**src/rtl/mul_pkg.sv**
```systemverilog
// Shared constants for the shared shift-add multiplier: FSM encodings, default width and
// requester IDs.
package mul_pkg;

    localparam int unsigned MUL_WIDTH = 32;

    typedef enum logic [1:0] {
        MUL_IDLE = 2'd0,
        MUL_RUN  = 2'd1,
        MUL_DONE = 2'd2
    } mul_state_e;

    localparam logic REQ0 = 1'b0;
    localparam logic REQ1 = 1'b1;

endpackage

```
**src/rtl/shift_add_core.sv**
```systemverilog
// Sequential unsigned shift-add multiplier datapath: one partial-product step per enabled
// clock, product of a and b valid in prod after WIDTH steps.
module shift_add_core #(
    parameter int unsigned WIDTH = 32
) (
    input  logic               clk,
    input  logic               rst,
    input  logic               load,
    input  logic               step,
    input  logic [WIDTH-1:0]   a,
    input  logic [WIDTH-1:0]   b,
    output logic [2*WIDTH-1:0] prod
);

    logic [2*WIDTH-1:0] prod_q;
    logic [WIDTH-1:0]   mcand_q;
    logic               carry_q;
    logic [WIDTH:0]     sum;
    logic [2*WIDTH+1:0] shifted;

    // Upper half plus carry accumulates mcand when the current multiplier bit is set.
    always_comb begin
        sum = {carry_q, prod_q[2*WIDTH-1:WIDTH]};
        if (prod_q[0]) begin
            sum = sum + {1'b0, mcand_q};
        end
        shifted = {1'b0, sum, prod_q[WIDTH-1:0]} >> 1;
    end

    always_ff @(posedge clk) begin
        if (rst) begin
            prod_q  <= '0;
            mcand_q <= '0;
            carry_q <= 1'b0;
        end else if (load) begin
            prod_q  <= {{WIDTH{1'b0}}, a};
            mcand_q <= b;
            carry_q <= 1'b0;
        end else if (step) begin
            carry_q <= shifted[2*WIDTH];
            prod_q  <= shifted[2*WIDTH-1:0];
        end
    end

    assign prod = prod_q;

endmodule

```
**src/rtl/mul_share_arbiter.sv**
```systemverilog
// Round-robin sharing of one shift-add multiplier between two requesters, returning a
// tagged product on a valid/ready response channel.
module mul_share_arbiter
    import mul_pkg::*;
#(
    parameter int unsigned WIDTH = MUL_WIDTH
) (
    input  logic               clk,
    input  logic               rst,
    input  logic               req0_valid,
    output logic               req0_ready,
    input  logic [WIDTH-1:0]   req0_a,
    input  logic [WIDTH-1:0]   req0_b,
    input  logic               req1_valid,
    output logic               req1_ready,
    input  logic [WIDTH-1:0]   req1_a,
    input  logic [WIDTH-1:0]   req1_b,
    output logic               resp_valid,
    input  logic               resp_ready,
    output logic               resp_id,
    output logic [2*WIDTH-1:0] resp_product,
    output logic               busy
);

    localparam int unsigned CntW = (WIDTH > 1) ? $clog2(WIDTH) : 1;
    localparam logic [CntW-1:0] CntLast = CntW'(WIDTH - 1);

    mul_state_e      state_q;
    logic [CntW-1:0] cnt_q;
    logic            last_grant_q;
    logic            id_q;

    logic            grant_id;
    logic            idle_open;
    logic            handshake;
    logic [WIDTH-1:0] sel_a;
    logic [WIDTH-1:0] sel_b;

    // On a tie the requester that was not served last wins.
    always_comb begin
        grant_id = REQ0;
        if (req0_valid && req1_valid) begin
            grant_id = ~last_grant_q;
        end else if (req1_valid) begin
            grant_id = REQ1;
        end
    end

    assign idle_open  = (state_q == MUL_IDLE) && !rst;
    assign req0_ready = idle_open && req0_valid && (grant_id == REQ0);
    assign req1_ready = idle_open && req1_valid && (grant_id == REQ1);
    assign handshake  = req0_ready || req1_ready;
    assign sel_a      = (grant_id == REQ1) ? req1_a : req0_a;
    assign sel_b      = (grant_id == REQ1) ? req1_b : req0_b;

    always_ff @(posedge clk) begin
        if (rst) begin
            state_q      <= MUL_IDLE;
            cnt_q        <= '0;
            last_grant_q <= REQ1;
            id_q         <= REQ0;
        end else begin
            unique case (state_q)
                MUL_IDLE: begin
                    if (handshake) begin
                        id_q    <= grant_id;
                        cnt_q   <= '0;
                        state_q <= MUL_RUN;
                    end
                end
                MUL_RUN: begin
                    cnt_q <= cnt_q + 1'b1;
                    if (cnt_q == CntLast) begin
                        state_q <= MUL_DONE;
                    end
                end
                MUL_DONE: begin
                    if (resp_ready) begin
                        last_grant_q <= id_q;
                        state_q      <= MUL_IDLE;
                    end
                end
                default: state_q <= MUL_IDLE;
            endcase
        end
    end

    shift_add_core #(
        .WIDTH(WIDTH)
    ) u_core (
        .clk  (clk),
        .rst  (rst),
        .load (handshake),
        .step (state_q == MUL_RUN),
        .a    (sel_a),
        .b    (sel_b),
        .prod (resp_product)
    );

    assign resp_valid = (state_q == MUL_DONE);
    assign resp_id    = id_q;
    assign busy       = (state_q != MUL_IDLE);

endmodule

```
**config.mk**
```make
export PLATFORM = sky130hd
export DESIGN_NAME = mul_share_arbiter
export DESIGN_NICKNAME = d
export VERILOG_FILES = /design/src/rtl/mul_pkg.sv /design/src/rtl/shift_add_core.sv /design/src/rtl/mul_share_arbiter.sv
export SDC_FILE = /design/constraint.sdc
export NUM_CORES = 1
export LEC_CHECK = 0
export ABC_AREA = 1
export CAP_MARGIN = 10
export CORE_MARGIN = 3
export CORE_UTILIZATION = 44
export DETAILED_ROUTE_END_ITERATION = 7
export GPL_TIMING_DRIVEN = 0
export PLACE_DENSITY = 0.77
export SYNTH_ARGS = -nofsm -noshare
export SYNTH_HDL_FRONTEND = slang
export SYNTH_SLANG_ARGS = --single-unit
```
**constraint.sdc**
```tcl
create_clock -name clk -period 1.9 [get_ports clk]
set_input_delay 0.19 -clock clk [delete_from_list [all_inputs] [get_ports clk]]
set_output_delay 0.19 -clock clk [all_outputs]
set_load 0.02 [all_outputs]
```
Word level (Yosys, flattened, before mapping)
Cells that the tools add are included.
{"block": "op_classes", "addsub": 2, "n_eq_ne": 6, "bitwise": 2, "mux": 13, "reduce_logical": 17}
{"operator": "32-bit two-way mux", "n": 4}
{"operator": "32-bit by 32-bit adder with 33-bit output", "n": 1}
{"operator": "33-bit two-way mux", "n": 1}
{"operator": "5-bit case mux with 2 select lines", "n": 1}
{"operator": "1-bit logical AND", "n": 6}
{"operator": "2-bit two-way mux", "n": 3}
{"operator": "2-bit case mux with 3 select lines", "n": 1}
{"operator": "2-bit AND reduction", "n": 3}
{"operator": "2-bit nonzero test", "n": 3}
{"operator": "5-bit by 1-bit adder with 5-bit output (second input constant)", "n": 1}
{"operator": "5-bit equality test (second input constant)", "n": 1}
{"operator": "5-bit two-way mux", "n": 1}
{"operator": "2-bit inequality test (second input constant)", "n": 2}
{"operator": "3-bit AND reduction", "n": 1}
{"operator": "2-bit by 1-bit equality test with 1-bit output (second input constant)", "n": 1}
{"operator": "2-bit equality test (second input constant)", "n": 1}
{"operator": "2-bit zero test", "n": 1}
{"operator": "1-bit two-way mux", "n": 2}
{"operator": "2-bit by 1-bit inequality test with 1-bit output (second input constant)", "n": 1}
{"operator": "1-bit NOT", "n": 2}
{"operator": "2-bit OR reduction", "n": 1}
{"operator": "1-bit zero test", "n": 1}
{"operator": "1-bit logical OR", "n": 1}
{"block": "totals", "in_bits": 133, "elab_cells": 47, "ff_bits": 105, "output_inout_bits": 69}

Logic depth before layout (Yosys ltp)
Gate-level depths: netlist of run 1.
{"block": "depth", "word_depth": 7, "ltp_mapped": 13, "depth_no_buf": 13}

Hierarchy
From an unflattened synthesis of run 1, not the netlist that was laid out.
{"block": "hier_totals", "hier_cells": 1325, "area_unflattened_um2": 7663.6}
{"mod": "shift_add_core", "instances": 1, "area_each_um2": 6397.4, "seq_area_each_um2": 1921.8, "cells_per_inst": 1057}
{"mod": "mul_share_arbiter", "instances": 1, "area_each_um2": 1266.2, "seq_area_each_um2": 180.2, "cells_per_inst": 268}

Worst setup path before layout of run 1
Ideal clock, no wire load.
{"block": "synth_path", "path_kind": "register -> register", "from": "reg u_core.prod_q[32] (netlist: u_core.prod[32])", "to": "reg u_core.prod_q[59] (netlist: u_core.prod[59])", "stages_incl_launch_ff": 13, "n_path_buf": 0, "required_time_ps": 1780, "arrival_time_ps": 1847, "setup_time_ps": 120, "period_less_slack_ps": 1968, "slack_ps": -68, "path_cell_list": "dfxtp_1 -> ha_1 -> fa_1 -> nand3_1 -> nand3_1 -> nand3_1 -> nand3b_1 -> nand2_1 -> nand2_1 -> nand2_1 -> nand3_1 -> nand2_1 -> a21oi_1"}
{"block": "synth_between", "elab_chain_cells": 2}
{"element": "start, declared", "line_no": "shift_add_core.sv:15", "rtl": "logic [2*WIDTH-1:0] prod_q;"}
{"element": "start signal, assigned", "line_no": "shift_add_core.sv:36", "rtl": "prod_q <= {{WIDTH{1'b0}}, a};"}
{"element": "start signal, assigned", "line_no": "shift_add_core.sv:41", "rtl": "prod_q <= shifted[2*WIDTH-1:0];"}
{"element": "32-bit by 32-bit adder with 33-bit output", "line_no": "shift_add_core.sv:25", "rtl": "sum = sum + {1'b0, mcand_q};"}
{"element": "33-bit two-way mux", "line_no": "shift_add_core.sv:24", "rtl": "if (prod_q[0]) begin"}
Every way passes these cells.
A chain may end at the register's enable or synchronous reset.

Worst setup path after layout of run 1
Same ends and word-level chain as after synthesis.

==> summary.md, run 1 <==
| Metric | Value |
|---|---|
| DRT antenna net count | `0` |
| RSZ-0062 raised after global routing | `true` |
| Vias in the first global route | `7702` |
| Critical Path AT | `2.26 ns` |
| Minimum clock period | `roughly 2.0 ns` |
| Achievable Freq | `between 400 and 500 MHz` |
| CTS buffer count | `9` |
| WL/cell | `roughly 16 µm` |
| Die width | `approximately 130 µm` |
| DRT Pass-1 Iters | `7` |
| Avg Inst Size Synth | `roughly 6.0 µm²` |
| Total number of vias | `around 8600` |
| Top cells by area, synth | `dfxtp_1 (29%), nand2_1 (25%), inv_1 (6.9%)` |
| Ant diodes | `0` |
| Worst vdd ir | `approximately 0.00044 V` |
| Num Clock Sinks | `approximately 110` |
| Peak fanout along the critical path | `3` |
| GRT Util Overall | `roughly 29%` |
| Most common cell after layout, fill and taps aside | `nand2_1` |
| Library cells used by synthesis | `33` |
| Worst setup SP type | `register` |
| Initial Util | `between 40% and 50%` |
| Final Hold Viols | `0` |
| Setup violations, final | `7` |
| Setup Skew | `between 0.004 and 0.005 ns` |
| CTS Root Cell | `clkbuf_16` |
| Post-Synth XOR/XNOR Area | `1.34%` |
| Mapped Nets | `around 1400` |
| Slew HR | `between 40% and 50%` |
| Slew Viols, Final | `0` |
| First-pass GRT wire length | `around 40000 µm` |
| Grt met1 use | `about 36%` |
| Clk_lat worst skew | `about 0.35 ns` |
| Cells after synthesis | `between 1000 and 1500` |
| Synth-to-layout area growth | `47.6%` |
| M2 GR Usage | `49.4%` |
| H-tree levels | `3` |
| DIE HEIGHT | `approximately 130 µm` |
| DP Wirelength | `about 21000 µm` |
| Fill cell count | `around 1500` |
| Worst-path clk slew | `around 0.07 ns` |
| # hold bufs at CTS | `0` |
| Total power | `6210 µW` |
| Synth Register Bits | `105` |
| I/O pin count | `202` |
| Post-synthesis adder-cell area fraction | `around 6.2%` |
| Top Usage Layer GRT | `met2` |
| CTS tree | `yes` |
| HP Class | `input port to register` |
| Ratio of final minimum period to clock period | `106%` |
| Port bufs | `between 200 and 250` |
| Seq/Total Area, Yosys | `29.3%` |
| Remaining DRCs | `0` |
| Synth Area in Compound Gates | `around 16%` |
| Nets | `approximately 1600` |
| Crit end category | `register` |
| Top-area cell type share of the netlist area | `29.3%` |
| Fin worst setup slack | `-0.111 ns` |
| Status | `finished, violations left` |
| P_leak | `approximately 0.0045 µW` |
| Synth area leader | `dfxtp_1` |
| Vias per inst | `5.22` |
| Commonest non-fill, non-tap cells in the layout | `nand2_1 (449), clkdlybuf4s50_1 (198), inv_1 (131)` |
| Largest net degree at the start of global routing | `20` |
| DP Worst Slack | `-0.367 ns` |
| CP Class | `register to register` |
| Post-Syn Area | `just over 7000 µm²` |
| Met3 usage | `between 5 and 6%` |
| Post-Synth Simple-Gate Area | `a little over a third` |
| Mux cell area share after synthesis | `0%` |
| Iter 0 DRT Violations | `560` |
| Gpl congestion | `0.990` |
| Die Area | `roughly 18000 µm²` |
| Core Rows | `46` |
| Fin Hold WS | `around 0.4 ns` |
| # Max-Cap Violations | `0` |
| Synth warn | `0` |
| Main combinational cell family by area after synthesis | `simple AND/OR/NAND/NOR gates` |
| Worst EP required | `2.15 ns` |
| Share of layout cells above drive strength 1 | `around 15%` |
| Total core area | `roughly 16000 µm²` |
| Violated checks | `negative setup slack` |
| GRT overflow | `0` |
| Clock Path Buffers | `2` |
| Initial antenna violation count | `0` |
| Total wire length | `between 20000 and 30000 µm` |
| PwrDens | `just under 600 nW/µm²` |
| Least-Margin Pin Slew | `around 0.77 ns` |
critical path, cell delays in order (launching register included):
cell      delay [ns]
dfxtp_4         0.35
ha_4            0.15
fa_2            0.37
nand3_2         0.13
nand3_4         0.10
nand3_2         0.07
nand3b_1        0.22
nand2_2         0.18
nand2_2         0.07
nand2_1         0.06
nand3_1         0.06
nand2_1         0.09
a21oi_1         0.05
sequential cells by signal, indices dropped and copies added, names as in the netlist:
signal,count
last_grant_q,1
resp_id,1
state_q,2
u_core.mcand_q,32
u_core.prod,64
cnt_q,5
where the power goes:
part | switching (µW) | leakage [µW] | total (µW) | internal [µW]
logic | 941 | 0.00352 | 1750 | 811
registers | 174 | 0.000879 | 2530 | 2350
clock network | 882 | 0.000137 | 1930 | 1050
total | 2000 | 0.00454 | 6210 | 4210
synthesized netlist by cell type, drive strengths merged:
cell / instances
buf: 21
a21o: 1
a221oi: 3
and2: 3
a211oi: 1
nor2: 102
inv: 134
o211ai: 17
clkbuf: 33
o21bai: 1
or2: 17
nand3: 45
nand2: 484
nand3b: 4
a31oi: 64
and3: 1
ha: 34
nor3: 3
nand4: 1
a21oi: 64
dfxtp: 105
xnor2: 1
a22oi: 1
o21ai: 51
xor2: 10
fa: 1
repair_timing:
item	4_1_cts	5_1_grt
endpoints found under the setup margin	33	76
pin swaps	14	33
gates cloned	0	0
gates resized for setup	54	146
buffers inserted	5	9
cell type report:
cell class / instances / area (µm²) / share of cell area [%]
Multi-Input combinational cell: 909 / 4970 / 47.0
Sequential cell: 105 / 2180 / 20.6
Timing Repair Buffer: 215 / 2110 / 20.0
Inverter: 134 / 503 / 4.76
Tap cell: 216 / 270 / 2.56
Buffer: 53 / 251 / 2.38
Clock buffer: 10 / 239 / 2.26
Clock inverter: 4 / 53.8 / 0.509
metal layers:
metal	routed length (µm)	part of all wire [%]	up-vias
met5	0	0	-
met4	754	2.8	0
met3	2210	8.2	57
met2	13100	48	348
met1	11000	41	3898
li1	-	-	4295
stage by stage:
stage	instances	instance area, µm²	utilization, %	setup TNS, ns
5_1_grt	1646	10600	66.6	-1.27
4_1_cts	1637	10000	63.0	-0.350
3_3_place_gp	1619	9450	59.5	-12.40
6_report	1646	10600	66.6	-0.478
3_5_place_dp	1619	9450	59.5	-14.66
2_1_floorplan	1202	7170	-	0
worst paths after layout:
path              startpoint  slack (ns)           endpoint  cells after the start
max reg2reg  u_core.prod[32]       -0.11    u_core.prod[59]                     12
max          u_core.prod[32]       -0.11    u_core.prod[59]                     12
min reg2reg         cnt_q[4]        0.47           cnt_q[4]                      2
min                req0_b[4]        0.40  u_core.mcand_q[4]                      3
kinds of logic after synthesis:
logic type | count (synthesis)
AO/OA/AOI/OAI | 203
XOR/XNOR | 11
adder cells (fa/ha/maj) | 35
buffers and inverters | 188
AND/OR/NAND/NOR | 660
flip-flops | 105
Note: power is estimated with default switching activity, not from simulation.
==> inputs of run 2 (changes only) <==
--- a/config.mk
+++ b/config.mk
@@ -7,6 +7,7 @@
 export LEC_CHECK = 0
 export ABC_AREA = 1
 export CAP_MARGIN = 10
+export CORE_ASPECT_RATIO = 1.25
 export CORE_MARGIN = 3
 export CORE_UTILIZATION = 44
 export DETAILED_ROUTE_END_ITERATION = 7
==> summary.md, run 2 (same netlist as run 1, synthesis figures left out) <==
| Metric | Value |
|---|---|
| HP Class | `input port to register (unchanged)` |
| Remaining DRCs | `0 (unchanged)` |
| Commonest non-fill, non-tap cells in the layout | `nand2_1 (449), clkdlybuf4s50_1 (198), inv_1 (131) (unchanged)` |
| Share of layout cells above drive strength 1 | `14.8% (was 15.2%)` |
| Die Area | `17900 µm² (about the same)` |
| Setup violations, final | `7 (unchanged)` |
| Synth-to-layout area growth | `47.9% (was 47.6%)` |
| Die width | `120 µm (was 134 µm)` |
| Final std cells w/o fill | `1643 (was 1646)` |
| Vias in the first global route | `8195 (was 7702)` |
| Peak fanout along the critical path | `3 (unchanged)` |
| Clk_lat worst skew | `0.37 ns (was 0.35 ns)` |
| First-pass GRT wire length | `41800 µm (was 40300 µm)` |
| Grt met1 use | `32.1% (was 35.5%)` |
| Fin worst setup slack | `-0.122 ns (was -0.111 ns)` |
| P_leak | `0.00452 µW (was 0.00454 µW)` |
| Top Usage Layer GRT | `met2 (unchanged)` |
| Largest stage delay, worst path | `0.36 ns (was 0.37 ns)` |
| I/O pin count | `202 (unchanged)` |
| Largest net degree at the start of global routing | `19 (was 20)` |
| Critical Path AT | `2.28 ns (was 2.26 ns)` |
| Initial antenna violation count | `0 (unchanged)` |
| GRT Util Overall | `30.0% (was 28.6%)` |
| Least-Margin Pin Slew | `0.843 ns (was 0.773 ns)` |
| Setup Skew | `0.00819 ns (was 0.00484 ns)` |
| Initial Util | `45.5% (was 45.1%)` |
| Nets | `1594 (was 1595)` |
| CTS buffer count | `9 (unchanged)` |
| Num Clock Sinks | `105 (unchanged)` |
| Slew Viols, Final | `0 (unchanged)` |
| Total wire length | `27800 µm (was 27100 µm)` |
| DP Wirelength | `21500 µm (was 20700 µm)` |
| H-tree levels | `3 (unchanged)` |
| Largest register FFs | `64 (unchanged)` |
| Gpl congestion | `0.972 (was 0.990)` |
| Crit end category | `register (unchanged)` |
| Vias per inst | `5.25 (was 5.22)` |
| Achievable Freq | `495 MHz (was 497 MHz)` |
| Worst-path clk slew | `0.08 ns (was 0.07 ns)` |
| Slew HR | `43.8% (was 48.5%)` |
| Total number of vias | `8629 (was 8598)` |
| Total power | `6400 µW (was 6210 µW)` |
| CP Class | `register to register (unchanged)` |
| CTS Root Cell | `clkbuf_16 (unchanged)` |
| RSZ-0062 raised after global routing | `true (unchanged)` |
| Clock Path Buffers | `2 (unchanged)` |
| CTS tree | `yes (unchanged)` |
| Port bufs | `201 (unchanged)` |
| Placed cells | `1615 (was 1619)` |
| Minimum clock period | `2.02 ns (was 2.01 ns)` |
| Worst setup SP type | `register (unchanged)` |
| Worst EP required | `2.16 ns (was 2.15 ns)` |
| DRT Pass-1 Iters | `5 (was 7)` |
| DIE HEIGHT | `149 µm (was 134 µm)` |
| Violated checks | `negative setup slack (unchanged)` |
| Total core area | `15800 µm² (was 15900 µm²)` |
| Highest-delay cell along the critical path | `dfxtp_4 (was fa_2)` |
| Iter 0 DRT Violations | `469 (was 560)` |
| Met3 usage | `7.04% (was 5.97%)` |
| Core Rows | `51 (was 46)` |
| GRT overflow | `0 (unchanged)` |
| Final setup TNS | `-0.525 ns (was -0.478 ns)` |
| M2 GR Usage | `55.5% (was 49.4%)` |
| DRT antenna net count | `0 (unchanged)` |
| PwrDens | `603 nW/µm² (was 587 nW/µm²)` |
| # Max-Cap Violations | `0 (unchanged)` |
| Worst vdd ir | `0.000464 V (was 0.000436 V)` |
| Most common cell after layout, fill and taps aside | `nand2_1 (unchanged)` |
| Ant diodes | `0 (unchanged)` |
| Ratio of final minimum period to clock period | `106% (about the same)` |
| WL/cell | `16.9 µm (was 16.4 µm)` |
| Status | `finished, violations left (unchanged)` |
| CP cell instances | `ha_4 > fa_2 > nand3_2 > nand3_4 > nand3_2 > nand3b_1 > nand2_2 > nand2_2 > nand2_1 > nand2_1 > nand3_1 > a21oi_1 (was ha_4 > fa_2 > nand3_2 > nand3_4 > nand3_2 > nand3b_1 > nand2_2 > nand2_2 > nand2_1 > nand3_1 > nand2_1 > a21oi_1)` |
| Final Hold Viols | `0 (unchanged)` |
[run 2: path summary, 6_finish.rpt]
path	startpoint	to	slack, ns	cells after the start
min reg2reg	last_grant_q	last_grant_q	0.47	2
max	u_core.prod[32]	u_core.prod[63]	-0.12	12
max reg2reg	u_core.prod[32]	u_core.prod[63]	-0.12	12
min	req0_b[11]	u_core.mcand_q[11]	0.38	3
[run 2: cell type report]
| cell class | instances | area [µm²] |
|---|---|---|
| tap | 212 | 265 |
| fill | 1454 | 5160 |
| inverter | 134 | 503 |
| sequential | 105 | 2170 |
| clock inverter | 6 | 98.8 |
| timing repair buffer | 213 | 2100 |
| clock buffer | 10 | 229 |
| multi-input combinational | 909 | 4990 |
| buffer | 54 | 246 |
[run 2: where the power goes]
| part | switching (µW) | leakage (µW) | internal, µW | total, µW |
|---|---|---|---|---|
| Combinational | 940 | 0.00349 | 795 | 1740 |
| Sequential | 170 | 0.000876 | 2350 | 2520 |
| Clock | 961 | 0.000157 | 1180 | 2140 |
| Total | 2070 | 0.00452 | 4320 | 6390 |
[run 2: repair_timing]
action | in CTS | in global routing
buffers inserted | 6 | 6
endpoints found under the setup margin | 51 | 56
hold buffers | 0 | 0
pin swaps | 12 | 27
gates resized for setup | 55 | 132
[run 2: through the flow]
| step | setup slack [ns] | util (%) | instance area, µm² | hold slack, ns |
|---|---|---|---|---|
| detailed placement | -0.476 | 59.9 | 9450 | 0.458 |
| floorplan | 0.0379 | - | 7170 | 0.347 |
| global placement | -0.402 | 59.9 | 9450 | 0.446 |
| global route | -0.179 | 67.2 | 10600 | 0.401 |
| CTS | -0.130 | 63.7 | 10000 | 0.393 |
| finish | -0.122 | 67.2 | 10600 | 0.383 |
[run 2: layer usage]
metal  vias to the layer above  share of wire [%]
li1                       4299                  -
met1                      3886                 38
met2                       354                 50
met3                        90                7.1
met4                         0                4.7
met5                         -                  0
[run 2: worst max-delay path, delay by kind of cell, from the launching register on]
family | cells | cell delay (ns)
adders and majority gates | 2 | 0.52
DFF | 1 | 0.36
and+or+nand+nor | 9 | 0.96
AOI/OAI and AO/OA | 1 | 0.07
==> inputs of run 3 (changes only) <==
--- a/config.mk
+++ b/config.mk
@@ -5,14 +5,14 @@
 export SDC_FILE = /design/constraint.sdc
 export NUM_CORES = 1
 export LEC_CHECK = 0
-export ABC_AREA = 1
 export CAP_MARGIN = 10
 export CORE_ASPECT_RATIO = 1.25
 export CORE_MARGIN = 3
 export CORE_UTILIZATION = 44
 export DETAILED_ROUTE_END_ITERATION = 7
 export GPL_TIMING_DRIVEN = 0
-export PLACE_DENSITY = 0.77
+export PLACE_DENSITY = 0.78
 export SYNTH_ARGS = -nofsm -noshare
 export SYNTH_HDL_FRONTEND = slang
+export SYNTH_HIERARCHICAL = 1
 export SYNTH_SLANG_ARGS = --single-unit
==> summary.md, run 3 <==
| Metric | Value |
|---|---|
| Fin worst setup slack | `-0.554 ns (was -0.122 ns)` |
| Final Hold Viols | `0 (unchanged)` |
| Mapped Nets | `978 (was 1370)` |
| Total core area | `15100 µm² (was 15800 µm²)` |
| DIE HEIGHT | `145 µm (was 149 µm)` |
| Total number of vias | `7108 (was 8629)` |
| Share of layout cells above drive strength 1 | `22.2% (was 14.8%)` |
| Largest stage delay, worst path | `0.37 ns (was 0.36 ns)` |
| CTS tree | `yes (unchanged)` |
| Synth-to-layout area growth | `50.5% (was 47.9%)` |
| Largest net degree at the start of global routing | `18 (was 19)` |
| Fill cell count | `1217 (was 1454)` |
| Worst EP required | `2.12 ns (was 2.16 ns)` |
| Synth area leader | `dfxtp_1 (unchanged)` |
| Remaining DRCs | `0 (unchanged)` |
| Cell mode on critical path | `o31ai_4` |
| P_leak | `0.00400 µW (was 0.00452 µW)` |
| Worst vdd ir | `0.000427 V (was 0.000464 V)` |
| Achievable Freq | `407 MHz (was 495 MHz)` |
| H-tree levels | `3 (unchanged)` |
| Top-area cell type share of the netlist area | `30.8% (was 29.3%)` |
| DRT Pass-1 Iters | `5 (unchanged)` |
| Family with the most delay on the worst path | `compound AO/OA/AOI/OAI gates (was simple AND/OR/NAND/NOR gates)` |
| Slew HR | `53.5% (was 43.8%)` |
| RSZ-0062 raised after global routing | `true (unchanged)` |
| Clk_lat worst skew | `0.35 ns (was 0.37 ns)` |
| Worst-case reg-to-reg path depth | `10 (was 12)` |
| Critical Path AT | `2.68 ns (was 2.28 ns)` |
| Most common cell after layout, fill and taps aside | `clkdlybuf4s50_1 (was nand2_1)` |
| Synth warn | `6 (was 0)` |
| Slew Viols, Final | `0 (unchanged)` |
| Hold path cells | `2 (was 3)` |
| Peak fanout along the critical path | `4 (was 3)` |
| Core Rows | `50 (was 51)` |
| First-pass GRT wire length | `34800 µm (was 41800 µm)` |
| Synth Register Bits | `105 (unchanged)` |
| Asr flop ratio synth | `0% (unchanged)` |
| Commonest cells in the synthesized netlist | `nor2_1 (130), dfxtp_1 (105), a21oi_1 (92) (was nand2_1 (483), inv_1 (132), dfxtp_1 (105))` |
| HP Class | `register to register (was input port to register)` |
| Most common cell in the netlist | `nor2_1 (was nand2_1)` |
| I/O pin count | `202 (unchanged)` |
| Avg Inst Size Synth | `8.43 µm² (was 5.96 µm²)` |
| Num Clock Sinks | `105 (unchanged)` |
| Die width | `117 µm (was 120 µm)` |
| Initial antenna violation count | `1 (was 0)` |
| CP bufs+invs | `0 (unchanged)` |
| GRT overflow | `0 (unchanged)` |
| Setup violations, final | `27 (was 7)` |
| DP Wirelength | `16100 µm (was 21500 µm)` |
| Highest-delay cell along the critical path | `dfxtp_4 (unchanged)` |
| Vias in the first global route | `6984 (was 8195)` |
| EDFF count, synth | `0 (unchanged)` |
| Gpl congestion | `0.930 (was 0.972)` |
| CTS buffer count | `9 (unchanged)` |
| PwrDens | `598 nW/µm² (was 603 nW/µm²)` |
| Min-Delay Endpoint | `cnt_q[4] (was u_core.mcand_q[11])` |
| Least-Margin Pin Slew | `0.691 ns (was 0.843 ns)` |
| Ratio of final minimum period to clock period | `129% (was 106%)` |
| GRT Util Overall | `24.7% (was 30.0%)` |
| Top_reg_cell synth | `dfxtp_1 (unchanged)` |
| CP cell instances | `ha_4 > fa_2 > a211oi_2 > o21ai_2 > o31ai_4 > o31a_1 > o31a_4 > o31ai_4 > xnor2_1 > a31oi_1 (was ha_4 > fa_2 > nand3_2 > nand3_4 > nand3_2 > nand3b_1 > nand2_2 > nand2_2 > nand2_1 > nand2_1 > nand3_1 > a21oi_1)` |
| Port bufs | `201 (unchanged)` |
| WL/cell | `17.6 µm (was 16.9 µm)` |
| Final core utilization | `68.2% (was 67.2%)` |
| Commonest non-fill, non-tap cells in the layout | `clkdlybuf4s50_1 (198), nor2_1 (126), dfxtp_1 (92) (was nand2_1 (449), clkdlybuf4s50_1 (198), inv_1 (131))` |
| Die Area | `17100 µm² (was 17900 µm²)` |
| Crit end category | `register (unchanged)` |
| CTS Root Cell | `clkbuf_16 (unchanged)` |
| Worst-path clk slew | `0.07 ns (was 0.08 ns)` |
| # Max-Cap Violations | `0 (unchanged)` |
| Hold Path Origin | `cnt_q[4] (was req0_b[11])` |
| Iter 0 DRT Violations | `425 (was 469)` |
| Minimum clock period | `2.45 ns (was 2.02 ns)` |
| R2r endpoint | `u_core/prod[59] (was u_core.prod[63])` |
| Reg2reg setup slack | `-0.55 ns (was -0.12 ns)` |
| RR Startpoint | `u_core/prod[32] (was u_core.prod[32])` |
| Total wire length | `22200 µm (was 27800 µm)` |
| Vias per inst | `5.64 (was 5.25)` |
| Violated checks | `negative setup slack (unchanged)` |
| Initial Util | `45.3% (was 45.5%)` |
| Cells after synthesis | `810 (was 1202)` |
| Largest register FFs | `64 (unchanged)` |
| Clock Path Buffers | `2 (unchanged)` |
| Seq/Total Area, Yosys | `30.8% (was 29.3%)` |
| Worst setup SP type | `register (unchanged)` |
| Crit. Startpoint | `u_core/prod[32] (was u_core.prod[32])` |
| Top cells by area, synth | `dfxtp_1 (31%), mux2i_1 (11%), mux2_2 (10%) (was dfxtp_1 (29%), nand2_1 (25%), inv_1 (6.9%))` |
| Post-Syn Area | `6830 µm² (was 7160 µm²)` |
| Status | `finished, violations left (unchanged)` |
| Library cells used by synthesis | `62 (was 33)` |
| # hold bufs at CTS | `0 (unchanged)` |
| DRT antenna net count | `0 (unchanged)` |
| CP Class | `register to register (unchanged)` |
| Nets | `1215 (was 1594)` |
| Total power | `6150 µW (was 6400 µW)` |
| Setup Skew | `0.00827 ns (was 0.00819 ns)` |
[run 3: cell count changes after synthesis, moves of 16 or more]
cell	previous run	this run
mux2i_1	0	77
nor2_1	99	130
nand2_1	483	44
o21ai_0	51	29
nand3_1	45	9
a31oi_1	64	6
mux2_2	0	62
inv_1	132	13
a21oi_1	64	92
xnor2_1	1	17
[run 3: worst reg2reg max path, cell delays in order (launching register included)]
cell and delay (ns):
dfxtp_4 0.37, ha_4 0.15, fa_2 0.22, a211oi_2 0.08, o21ai_2 0.27, o31ai_4 0.12
o31a_1 0.29, o31a_4 0.33, o31ai_4 0.24, xnor2_1 0.16, a31oi_1 0.10
[run 3: what timing repair did]
action	in CTS	in global routing
gates resized for setup	87	70
pin swaps	32	45
buffers inserted	16	14
cloned	0	0
setup endpoints to repair	100	98
[run 3: worst max-delay path by stage]
stage | end | cells past startpoint
after detailed placement | u_core/prod[61] | 10
after global routing | u_core/prod[63] | 10
final | u_core/prod[59] | 10
after CTS | u_core/prod[59] | 10
after floorplan | u_core/prod[59] | 10
after global placement | u_core/prod[61] | 10
[run 3: layer usage]
| layer | vias to the layer above | track usage (%) | part of all wire, % |
|---|---|---|---|
| met4 | 0 | 11.4 | 3.6 |
| met5 | - | 0 | 0 |
| met2 | 312 | 42.6 | 50 |
| li1 | 3367 | - | - |
| met1 | 3366 | 29.8 | 40 |
| met3 | 63 | 4.56 | 6.1 |
[run 3: logic make-up (layout without fill, tap and decap cells)]
| kind of cell | Yosys count | count (layout) | share of synthesized area (%) |
|---|---|---|---|
| AO/OA/AOI/OAI | 204 | 204 | 18.3 |
| XOR/XNOR | 28 | 28 | 3.59 |
| adder cells (fa/ha/maj) | 35 | 35 | 6.52 |
| multiplexers | 141 | 141 | 21.8 |
| buffers and inverters | 64 | 306 | 4.00 |
| other | 0 | 1 | 0 |
| flip-flops | 105 | 105 | 30.8 |
| AND/OR/NAND/NOR | 233 | 233 | 15.0 |
[run 3: power by group]
group | total [µW] | internal (µW) | switching (µW)
Sequential | 2450 | 2330 | 127
Combinational | 1700 | 887 | 809
Clock | 2000 | 1160 | 844
[run 3: area by class of cell]
class	count	area, µm²	area share, %
Multi-Input combinational cell	641	4930	47.9
Timing Repair Buffer	228	2240	21.8
Sequential cell	105	2130	20.7
Buffer	49	350	3.41
Tap cell	208	260	2.53
Clock buffer	11	233	2.26
Clock inverter	5	81.3	0.791
Inverter	13	48.8	0.475
Antenna cell	1	2.50	0.0244
[run 3: through the flow]
step,std cells,cell area [µm²],setup TNS [ns],setup slack (ns),hold WS [ns]
4_1_cts,1249,9970,-8.65,-0.577,0.484
2_1_floorplan,810,6980,-5.28,-0.427,0.351
3_5_place_dp,1219,9250,-35.76,-0.794,0.475
6_report,1261,10300,-9.65,-0.554,0.487
5_1_grt,1261,10300,-12.29,-0.667,0.523
3_3_place_gp,1219,9250,-33.58,-0.772,0.466
